==> src/rtl/serial_mult_harness.sv <==
// Serial-load multiplier harness: operands arrive one bit per valid cycle (MSB first), each
// completed frame launches a multiply into a PIPE-deep pipeline, and the product is registered
// out with its XOR parity, a valid strobe and a saturating result counter.
// Optional build macro: SERIAL_MULT_SIGNED_EN (two's complement operands when defined).
module serial_mult_harness #(
  parameter int unsigned A_W   = 16,
  parameter int unsigned B_W   = 16,
  parameter int unsigned PIPE  = 2,
  parameter int unsigned CNT_W = 16
) (
  input  logic               clk,
  input  logic               rst,
  input  logic               in_vld_i,
  input  logic               a_i,
  input  logic               b_i,
  output logic               p_o,
  output logic [A_W+B_W-1:0] prod_o,
  output logic               p_vld_o,
  output logic               busy_o,
  output logic [CNT_W-1:0]   result_cnt_o
);

  localparam int unsigned N  = (A_W > B_W) ? A_W : B_W;
  localparam int unsigned CW = (N > 1) ? $clog2(N) : 1;
  localparam int unsigned PW = A_W + B_W;
  localparam logic [CW-1:0] LastCnt = CW'(N - 1);

  // Post-shift operand values: what the registers will hold once this cycle's bit is taken.
  logic [A_W-1:0] a_sr_d;
  logic [B_W-1:0] b_sr_d;

  // Only the low W-1 bits need storing; the MSB falls out on the next shift anyway.
  if (A_W > 1) begin : g_a_sr
    logic [A_W-2:0] a_hist_q;
    // Shift history for operand A
    always_ff @(posedge clk or posedge rst) begin
      if (rst) begin
        a_hist_q <= '0;
      end else if (in_vld_i) begin
        a_hist_q <= a_sr_d[A_W-2:0];
      end
    end
    assign a_sr_d = {a_hist_q, a_i};
  end else begin : g_a_bit
    assign a_sr_d = a_i;
  end

  if (B_W > 1) begin : g_b_sr
    logic [B_W-2:0] b_hist_q;
    // Shift history for operand B
    always_ff @(posedge clk or posedge rst) begin
      if (rst) begin
        b_hist_q <= '0;
      end else if (in_vld_i) begin
        b_hist_q <= b_sr_d[B_W-2:0];
      end
    end
    assign b_sr_d = {b_hist_q, b_i};
  end else begin : g_b_bit
    assign b_sr_d = b_i;
  end

  logic [CW-1:0]    bit_cnt_q;
  logic [A_W-1:0]   op_a_q;
  logic [B_W-1:0]   op_b_q;
  logic             v0_q;
  logic [PW-1:0]    stage_q [PIPE];
  logic [PIPE-1:0]  v_q;
  logic [PW-1:0]    prod_q;
  logic             p_q;
  logic             p_vld_q;
  logic [CNT_W-1:0] result_cnt_q;

  logic             launch;
  logic [PW-1:0]    a_ext;
  logic [PW-1:0]    b_ext;
  logic [PW-1:0]    mult;

  assign launch = in_vld_i && (bit_cnt_q == LastCnt);

  // Extend operands to full product width; low PW bits of the product are then exact.
  always_comb begin
`ifdef SERIAL_MULT_SIGNED_EN
    a_ext = {{B_W{op_a_q[A_W-1]}}, op_a_q};
    b_ext = {{A_W{op_b_q[B_W-1]}}, op_b_q};
`else
    a_ext = {{B_W{1'b0}}, op_a_q};
    b_ext = {{A_W{1'b0}}, op_b_q};
`endif
    mult = a_ext * b_ext;
  end

  // Frame counter, operand snapshot, multiplier pipeline, output registers and result counter
  always_ff @(posedge clk or posedge rst) begin
    if (rst) begin
      bit_cnt_q    <= '0;
      op_a_q       <= '0;
      op_b_q       <= '0;
      v0_q         <= 1'b0;
      v_q          <= '0;
      for (int k = 0; k < PIPE; k++) stage_q[k] <= '0;
      prod_q       <= '0;
      p_q          <= 1'b0;
      p_vld_q      <= 1'b0;
      result_cnt_q <= '0;
    end else begin
      if (in_vld_i) begin
        bit_cnt_q <= launch ? '0 : bit_cnt_q + CW'(1);
      end
      if (launch) begin
        op_a_q <= a_sr_d;
        op_b_q <= b_sr_d;
      end
      v0_q <= launch;

      stage_q[0] <= mult;
      v_q[0]     <= v0_q;
      for (int k = 1; k < PIPE; k++) begin
        stage_q[k] <= stage_q[k-1];
        v_q[k]     <= v_q[k-1];
      end

      // Outputs hold the last result between strobes
      p_vld_q <= v_q[PIPE-1];
      if (v_q[PIPE-1]) begin
        prod_q <= stage_q[PIPE-1];
        p_q    <= ^stage_q[PIPE-1];
        if (result_cnt_q != '1) result_cnt_q <= result_cnt_q + CNT_W'(1);
      end
    end
  end

  assign p_o          = p_q;
  assign prod_o       = prod_q;
  assign p_vld_o      = p_vld_q;
  assign result_cnt_o = result_cnt_q;
  assign busy_o       = (bit_cnt_q != '0) | v0_q | (|v_q);

endmodule
==> config.mk <==
export PLATFORM = sky130hd
export DESIGN_NAME = serial_mult_harness
export DESIGN_NICKNAME = d
export VERILOG_FILES = /design/src/rtl/serial_mult_harness.sv
export SDC_FILE = /design/constraint.sdc
export NUM_CORES = 1
export LEC_CHECK = 0
export BUFFER_PORTS_ARGS = -buffer_cell sky130_fd_sc_hd__buf_2
export CAP_MARGIN = 20
export CORE_MARGIN = 2
export CORE_UTILIZATION = 34
export DETAILED_ROUTE_END_ITERATION = 8
export GPL_ROUTABILITY_DRIVEN = 0
export PLACE_DENSITY = 0.48
export SLEW_MARGIN = 20
export SYNTH_ARGS = -nofsm -noshare
export SYNTH_HDL_FRONTEND = slang
export SYNTH_SLANG_ARGS = --single-unit
==> constraint.sdc <==
create_clock -name clk -period 8.3 [get_ports clk]
set_clock_uncertainty 0.15 [all_clocks]
set_input_delay 0 -clock clk [delete_from_list [all_inputs] [get_ports clk]]
set_output_delay 0 -clock clk [all_outputs]
set_load 0.02 [all_outputs]
==> results.md, run 1 <==
- Outcome: complete, no violations
- Rel. slew slack: 0.3701
- Initial antenna violation count: 1
- Seq/Total Area, Yosys: 0.3108
- Die height: 212.2 um
- Synth Register Bits: 183
- Vias in the first global route: 9823
- Row Count: 76
- FF/Latch Area: 0.004581 mm2
- Clk_lat worst skew: 0.47 ns
- Die area: 0.04501 mm2
- Slew @ Worst Pin: 0.9390 ns
- Final setup violation count: 0
- Fillers: 4296
- CTS sink cnt: 183
- CP startpoint kind: register
- EDFF count, synth: 0
- Hold Crit Class: input port to asynchronous set/reset pin
- Worst-path cell chain: nand2_1, fa_1, fa_1, fa_1, fa_1, inv_1, fa_1, inv_1, fa_1, inv_1, ha_1, and3_1, a221oi_2, nand2b_1, a21oi_1, nor4b_2, o311ai_1, o31a_1, o21ai_1, xor2_1
- Number of distinct library cells after synthesis: 46
- Avg WL per Cell: 15.60 um
- Critical Path End Type: register
- Post-synth top flop: dfrtp_1
- DRT iter0 DRCs: 490
- DRC viols: 0
- Fraction of layout cells with a size suffix above 1: 0.1118
- Synth top cells by count: 250 x nand2_1, 228 x inv_1, 194 x fa_1
- Tmin final: 6.739 ns
- N_diodes: 0
- Worst path slowest cell: dfrtp_1
- Max Cap Viol: 0
- Port Buffers: 55
- Max rail drop VDD: 0.1443 mV
- Crit path max-delay family: adder cells
- Starting Density: 0.3435
- Unrepaired setup endpoints after global routing: false
- Cell mode on critical path: fa_1
- Pre-Repair DR Iteration Count: 4
- CTS H-Tree Depth: 4
- Cell with the most instances after synthesis: nand2_1
- Top cells by area, synth: dfrtp_1 31%, fa_1 26%, ha_1 9.1%
- Multi-input logic area: 0.009114 mm2
- Setup Buffers After CTS: 0
- HPWL Detailed: 24370 um
- Syn nets: 1709
- Largest net degree at the start of global routing: 116
- Die Wd: 212.2 um
- Synth-to-Final Area Change: 10.17%
- Clk pin slew, worst setup/hold paths: 0.07 ns
- Vias per inst: 4.502
- Yosys top cell by area: dfrtp_1
- Tot GR Track Use: 0.1527
- Total grt overflow: 0
- I/O pin count: 56
- Max Clk Rate: 148.4 MHz
- Worst Path Buf+Inv: 3
- Synth top area share: 0.3108
- Crit Path Class: register to register
- Post-CTS sizing: 0
- Async set-reset flop share out of synthesis: 1.000
- Worst path max stage delay: 0.73 ns
- Synth Cell Area: 0.01473 mm2
- Cells after Synth: 1403
- Dpl ws: 1.496 ns
- Leakage power: 8.517 nW
- Synth warn: 0
- Post-route cell area: 0.01623 mm2
- DP Area: 0.01560 mm2
- Setup ws final: 1.561 ns
- Period utilization: 0.8119
- CP arrival: 6.94 ns
- Final setup TNS: 0 ns
- Final nets: 1742
- First-pass GRT wire length: 52890 um
- CP max FO: 17
- Final WL: 31720 um
- Core ar.: 0.04289 mm2
- Max clock buf depth: 2
- ANT nets after route: 0
- Pwr/cell area: 244.3 mW/mm2
- Slew Limit Fails: 0
- Cts bufs inserted: 17
- Vias: 9157
- CTS tree: built
- Final Hold Fails: 0
- Clock Tree Root: clkbuf_16
- CP required: 8.50 ns
- Avg Inst Size Synth: 10.50 um2
==> layout by cell type (no fill, tap or decap), types with 4 or more instances in the layout <==
| master | synthesis | layout |
|---|---|---|
| clkinv_4 | 0 | 5 |
| buf_4 | 0 | 4 |
| nand2_1 | 250 | 250 |
| xor2_1 | 17 | 17 |
| and2_1 | 126 | 126 |
| o21a_1 | 4 | 4 |
| a21o_1 | 16 | 16 |
| nor2_1 | 15 | 15 |
| nand4_1 | 5 | 5 |
| and3_1 | 4 | 4 |
| inv_1 | 228 | 226 |
| buf_2 | 0 | 55 |
| xnor2_1 | 58 | 58 |
| o21bai_1 | 7 | 7 |
| a21oi_1 | 20 | 20 |
| dfrtp_1 | 183 | 182 |
| ha_1 | 107 | 107 |
| clkbuf_16 | 0 | 17 |
| clkinv_8 | 0 | 4 |
| mux2_2 | 62 | 62 |
| nand3_1 | 12 | 12 |
| dlygate4sd3_1 | 0 | 4 |
| o21ai_0 | 11 | 11 |
| fa_1 | 194 | 194 |
==> cell families after synthesis <==
logic type / after synthesis / share of synthesized area
AND/OR/NAND/NOR: 428 / 0.1367
adder cells (fa/ha/maj): 301 / 0.3545
buffers and inverters: 277 / 0.07057
flip-flops: 183 / 0.3108
AO/OA/AOI/OAI: 77 / 0.03541
XOR/XNOR: 75 / 0.04459
multiplexers: 62 / 0.04739
==> what timing repair did <==
action	in CTS	in global routing
hold endpoints to repair	122	0
setup endpoints to repair	0	0
hold buffers	4	0
==> stage by stage <==
step | total power [W] | instances | hold slack, ns | utilization
5_1_grt | 0.004365 | 2034 | 0.1476 | 0.3785
4_1_cts | 0.004048 | 2034 | 0.1057 | 0.3785
6_report | 0.003965 | 2034 | 0.09581 | 0.3785
3_5_place_dp | 0.003207 | 1998 | 0.07016 | 0.3636
3_3_place_gp | 0.003186 | 1998 | 0.06438 | 0.3636
2_1_floorplan | 0.002680 | 1403 | -0.04456 | -
==> power breakdown <==
group	total (W)	leakage [nW]	switching, W	internal [W]
clock	0.000808	0.291	0.000399	0.000409
sequential	0.00152	2.44	0.000402	0.00111
combinational	0.00164	5.79	0.000895	0.000744
==> layout make-up <==
| class | count | share of cell area |
|---|---|---|
| Clock buffer | 18 | 0.02706 |
| Clock inverter | 14 | 0.009712 |
| Inverter | 228 | 0.05319 |
| Multi-Input combinational cell | 943 | 0.5615 |
| Sequential cell | 183 | 0.2822 |
| Tap cell | 585 | 0.04509 |
| Timing Repair Buffer | 63 | 0.02127 |
==> worst register-to-register path: cells and delay by family, from the launching register on <==
| family | cells | cell delay [ns] |
|---|---|---|
| simple gates | 4 | 0.60 |
| compound gates | 5 | 1.48 |
| buf+inv | 3 | 0.14 |
| fa+ha+maj | 7 | 3.39 |
| flops | 1 | 0.73 |
| xor+xnor | 1 | 0.14 |
==> final timing paths <==
path / startpoint / to / slack [ns] / depth (start not counted)
min in group clk: a_i / op_a_q[0]$_DFFE_PP0P_ / 0.14 / 4
hold / removal: rst / p_o$_DFFE_PP0P_ / 0.1 / 3
setup / recovery: op_b_q[1]$_DFFE_PP0P_ / stage_q[62]$_DFF_PP0_ / 1.56 / 20
setup reg to reg: op_b_q[1]$_DFFE_PP0P_ / stage_q[62]$_DFF_PP0_ / 1.56 / 20
hold reg to reg: stage_q[32]$_DFF_PP0_ / stage_q[0]$_DFF_PP0_ / 0.20 / 0
max in group asynchronous: rst / op_a_q[11]$_DFFE_PP0P_ / 6.49 / 4
==> state kept, by name, summed over array words and instances (netlist names) <==
name / count
bit_cnt_q: 4
g_a_sr.a_hist_q: 15
g_b_sr.b_hist_q: 15
op_a_q: 16
op_b_q: 16
p_o: 1
p_vld_o: 1
prod_o: 32
result_cnt_o: 16
stage_q: 64
v0_q: 1
v_q: 2
==> layer usage <==
| layer | up-vias | wire [um] | global-route usage |
|---|---|---|---|
| met4 | 0 | 411 | 0.04371 |
| met2 | 138 | 14830 | 0.2434 |
| met5 | - | 0 | 0 |
| li1 | 4362 | - | - |
| met1 | 4635 | 14920 | 0.2101 |
| met3 | 22 | 1562 | 0.03191 |
(Power assumes the default switching activity.)
==> inputs of run 2 (changes only) <==
--- a/config.mk
+++ b/config.mk
@@ -5,13 +5,14 @@
 export SDC_FILE = /design/constraint.sdc
 export NUM_CORES = 1
 export LEC_CHECK = 0
+export ABC_AREA = 1
 export BUFFER_PORTS_ARGS = -buffer_cell sky130_fd_sc_hd__buf_2
 export CAP_MARGIN = 20
 export CORE_MARGIN = 2
 export CORE_UTILIZATION = 34
 export DETAILED_ROUTE_END_ITERATION = 8
 export GPL_ROUTABILITY_DRIVEN = 0
-export PLACE_DENSITY = 0.48
+export PLACE_DENSITY = 0.5
 export SLEW_MARGIN = 20
 export SYNTH_ARGS = -nofsm -noshare
 export SYNTH_HDL_FRONTEND = slang
==> constraint.sdc (replaced) <==
create_clock -name clk -period 5.6 [get_ports clk]
set_clock_uncertainty 0.15 [all_clocks]
set_input_delay 0 -clock clk [delete_from_list [all_inputs] [get_ports clk]]
set_output_delay 0 -clock clk [all_outputs]
set_load 0.02 [all_outputs]
==> run 2 against run 1 <==
Effect of this change:
- flip-flop and latch count unchanged
- setup slack worse by 1.3 ns
- core utilization up 0.80 points
==> results.md, run 2 <==
- Outcome: complete, no violations
- Vias: 11755 (+28%)
- Synth Cell Area: 0.01589 mm2 (+7.9%)
- Tot GR Track Use: 0.1597 (+0.006940)
- Met3 Track Usage GR: 0.02708 (-0.004826)
- N_diodes: 0 (unchanged)
- Yosys top cell by area: dfrtp_1
- Synth-to-Final Area Change: 12.75%
- I/O pin count: 56 (unchanged)
- CP startpoint kind: register
- ANT nets after route: 0 (unchanged)
- Final nets: 2320 (+33%)
- First-pass GRT wire length: 61200 um (+16%)
- Die area: 0.04848 mm2 (+7.7%)
- Max Clk Rate: 186.2 MHz (+25%)
- Cts bufs inserted: 17 (unchanged)
- CP max FO: 17 (unchanged)
- Avg WL per Cell: 13.71 um (-12%)
- Async set-reset flop share out of synthesis: 1.000 (unchanged)
- Initial antenna violation count: 0 (-1)
- Clk pin slew, worst setup/hold paths: 0.07 ns (about the same)
- Reg2reg start: op_a_q[9]$_DFFE_PP0P_
- Synth Register Bits: 183 (unchanged)
- Clock Tree Root: clkbuf_16
- Hold Crit Class: input port to asynchronous set/reset pin
- HPWL Detailed: 28880 um (+19%)
- Worst setup path endpoint: stage_q[63]$_DFF_PP0_
- Max Cap Viol: 0 (unchanged)
- Grt met2 use: 0.2658 (+0.02242)
- CTS sink cnt: 183 (unchanged)
- EDFF count, synth: 0 (unchanged)
- Multi-input logic area: 0.009392 mm2 (+3.0%)
- Fillers: 4719 (+9.8%)
- Gr busiest metal: met2
- Crit Path Class: register to register
- Pre-Repair DR Iteration Count: 5 (+1)
- Reg2reg end: stage_q[63]$_DFF_PP0_
- R2R cell count: 20 (unchanged)
- Most common cell after layout, fill and taps aside: nand2_1
- CP required: 5.80 ns (-2.70 ns)
- Dpl ws: 0.01056 ns (-1.486 ns)
- Final WL: 36120 um (+14%)
- Rel. slew slack: 0.3713 (+0.001170)
- Crit path from: op_a_q[9]$_DFFE_PP0P_
- Cell with the most instances after synthesis: nand2_1
- Total grt overflow: 0 (unchanged)
- Vias in the first global route: 12306 (+25%)
- Die Wd: 220.2 um (+3.8%)
- Synth warn: 0 (unchanged)
- DP Area: 0.01709 mm2 (+9.6%)
- Period utilization: 0.9589 (+0.1470)
- Commonest cells after routing, fill and taps aside: 643 x nand2_1, 438 x inv_1, 194 x fa_1
- Reg with most FFs: stage_q
- Reg2Reg Setup Slack: 0.23 ns (-1.33 ns)
- Vias per inst: 4.463 (-0.87%)
- Seq/Total Area, Yosys: 0.2882 (-0.02264)
- Final setup violation count: 0 (unchanged)
- Number of distinct library cells after synthesis: 33 (-28%)
- CP arrival: 5.57 ns (-1.37 ns)
- Die height: 220.2 um (+3.8%)
- Setup ws final: 0.2299 ns (-1.331 ns)
- Clk_lat worst skew: 0.47 ns (about the same)
- Fraction of layout cells with a size suffix above 1: 0.1066 (-0.005240)
- Synth top cells by count: 645 x nand2_1, 439 x inv_1, 194 x fa_1
- Final Hold Fails: 0 (unchanged)
- Synth top area share: 0.2882 (-0.02264)
- Max reg flops: 64 (unchanged)
- Slew Limit Fails: 0 (unchanged)
- Largest net degree at the start of global routing: 116 (unchanged)
- Slew @ Worst Pin: 0.9431 ns (+0.004050 ns)
- Tmin final: 5.370 ns (-1.369 ns)
- Post-synth top flop: dfrtp_1
- DRT iter0 DRCs: 744 (+52%)
- FF/Latch Area: 0.004607 mm2 (+0.57%)
- Top cells by area, synth: dfrtp_1 29%, fa_1 24%, nand2_1 15%
- Cells after Synth: 1953 (+39%)
- Post-route cell area: 0.01792 mm2 (+10%)
- Avg Inst Size Synth: 8.136 um2 (-23%)
- Syn nets: 2259 (+32%)
- Row Count: 79 (+3.9%)
- Critical Path End Type: register
- Met1 Resource Use GR: 0.2150 (+0.004935)
- DRC viols: 0 (unchanged)
- Core ar.: 0.04636 mm2 (+8.1%)
- Starting Density: 0.3428 (-0.0007641)
- Max clock buf depth: 2 (unchanged)
- Port Buffers: 55 (unchanged)
- CTS H-Tree Depth: 4 (unchanged)
- CTS tree: built
## run 2: worst min-delay path by stage
stage | end | slack, ns | cells past startpoint
final | v_q[1]$_DFF_PP0_ | 0.006 | 3
after global routing | v_q[1]$_DFF_PP0_ | 0.11 | 3
after CTS | g_b_sr.b_hist_q[1]$_DFFE_PP0P_ | 0.05 | 3
after detailed placement | v_q[1]$_DFF_PP0_ | 0.04 | 2
after global placement | v_q[1]$_DFF_PP0_ | 0.03 | 2
after floorplan | g_a_sr.a_hist_q[0]$_DFFE_PP0P_ | -0.03 | 2
## run 2: layout make-up
class | instances | share of cell area
Inverter | 446 | 0.09386
Tap cell | 607 | 0.04239
Clock buffer | 17 | 0.02374
Timing Repair Buffer | 127 | 0.04875
Sequential cell | 183 | 0.2571
Clock inverter | 15 | 0.009917
Multi-Input combinational cell | 1239 | 0.5242
## run 2: through the flow
step,cells,utilization,hold slack (ns),TNS (ns)
after detailed placement,2591,0.3685,0.03529,0
final,2634,0.3865,0.006014,0
after floorplan,1953,-,-0.03316,0
after global routing,2634,0.3865,0.1102,-0.01457
after CTS,2626,0.3823,0.04587,0
after global placement,2591,0.3685,0.02939,0
## run 2: layer usage
| metal | up-vias | routed length [um] |
|---|---|---|
| met4 | 0 | 508 |
| met5 | - | 0 |
| met3 | 37 | 1313 |
| met1 | 5664 | 17350 |
| li1 | 5832 | - |
| met2 | 222 | 16950 |
## run 2: critical path: stages, from the launching register on
cell and delay [ns]:
dfrtp_1 0.38, buf_12 0.17, nand2_1 0.09, fa_1 0.55, inv_1 0.05, fa_1 0.50, fa_1 0.61, fa_1 0.44
fa_1 0.49, inv_1 0.05, fa_1 0.48, inv_1 0.04, ha_1 0.33, a21oi_1 0.23, o21ai_1 0.12, a21oi_1 0.21
nor2_1 0.07, nor2_1 0.12, nand2_1 0.07, nand2_1 0.06, nand2_1 0.05
## run 2: cell families after synthesis
| logic type | count (synthesis) | synth area share |
|---|---|---|
| adders and majority gates | 301 | 0.3287 |
| AOI/OAI and AO/OA | 162 | 0.05299 |
| xor gates and xnor gates | 40 | 0.02205 |
| DFF | 183 | 0.2882 |
| and+or+nand+nor | 736 | 0.1820 |
| buffers and inverters | 531 | 0.1261 |
## run 2: what timing repair did
action | 4_1_cts | 5_1_grt
endpoints found under the hold margin | 118 | 0
gates cloned | 0 | 0
pin swaps | 0 | 2
hold buffers | 3 | 0
gates resized for setup | 2 | 48
endpoints found under the setup margin | 1 | 20
buffers inserted | 0 | 8
Power of run 2 is left out: the tool's default activity adds up to more than one toggle a clock period on the data nets, which glitch-free logic cannot reach.
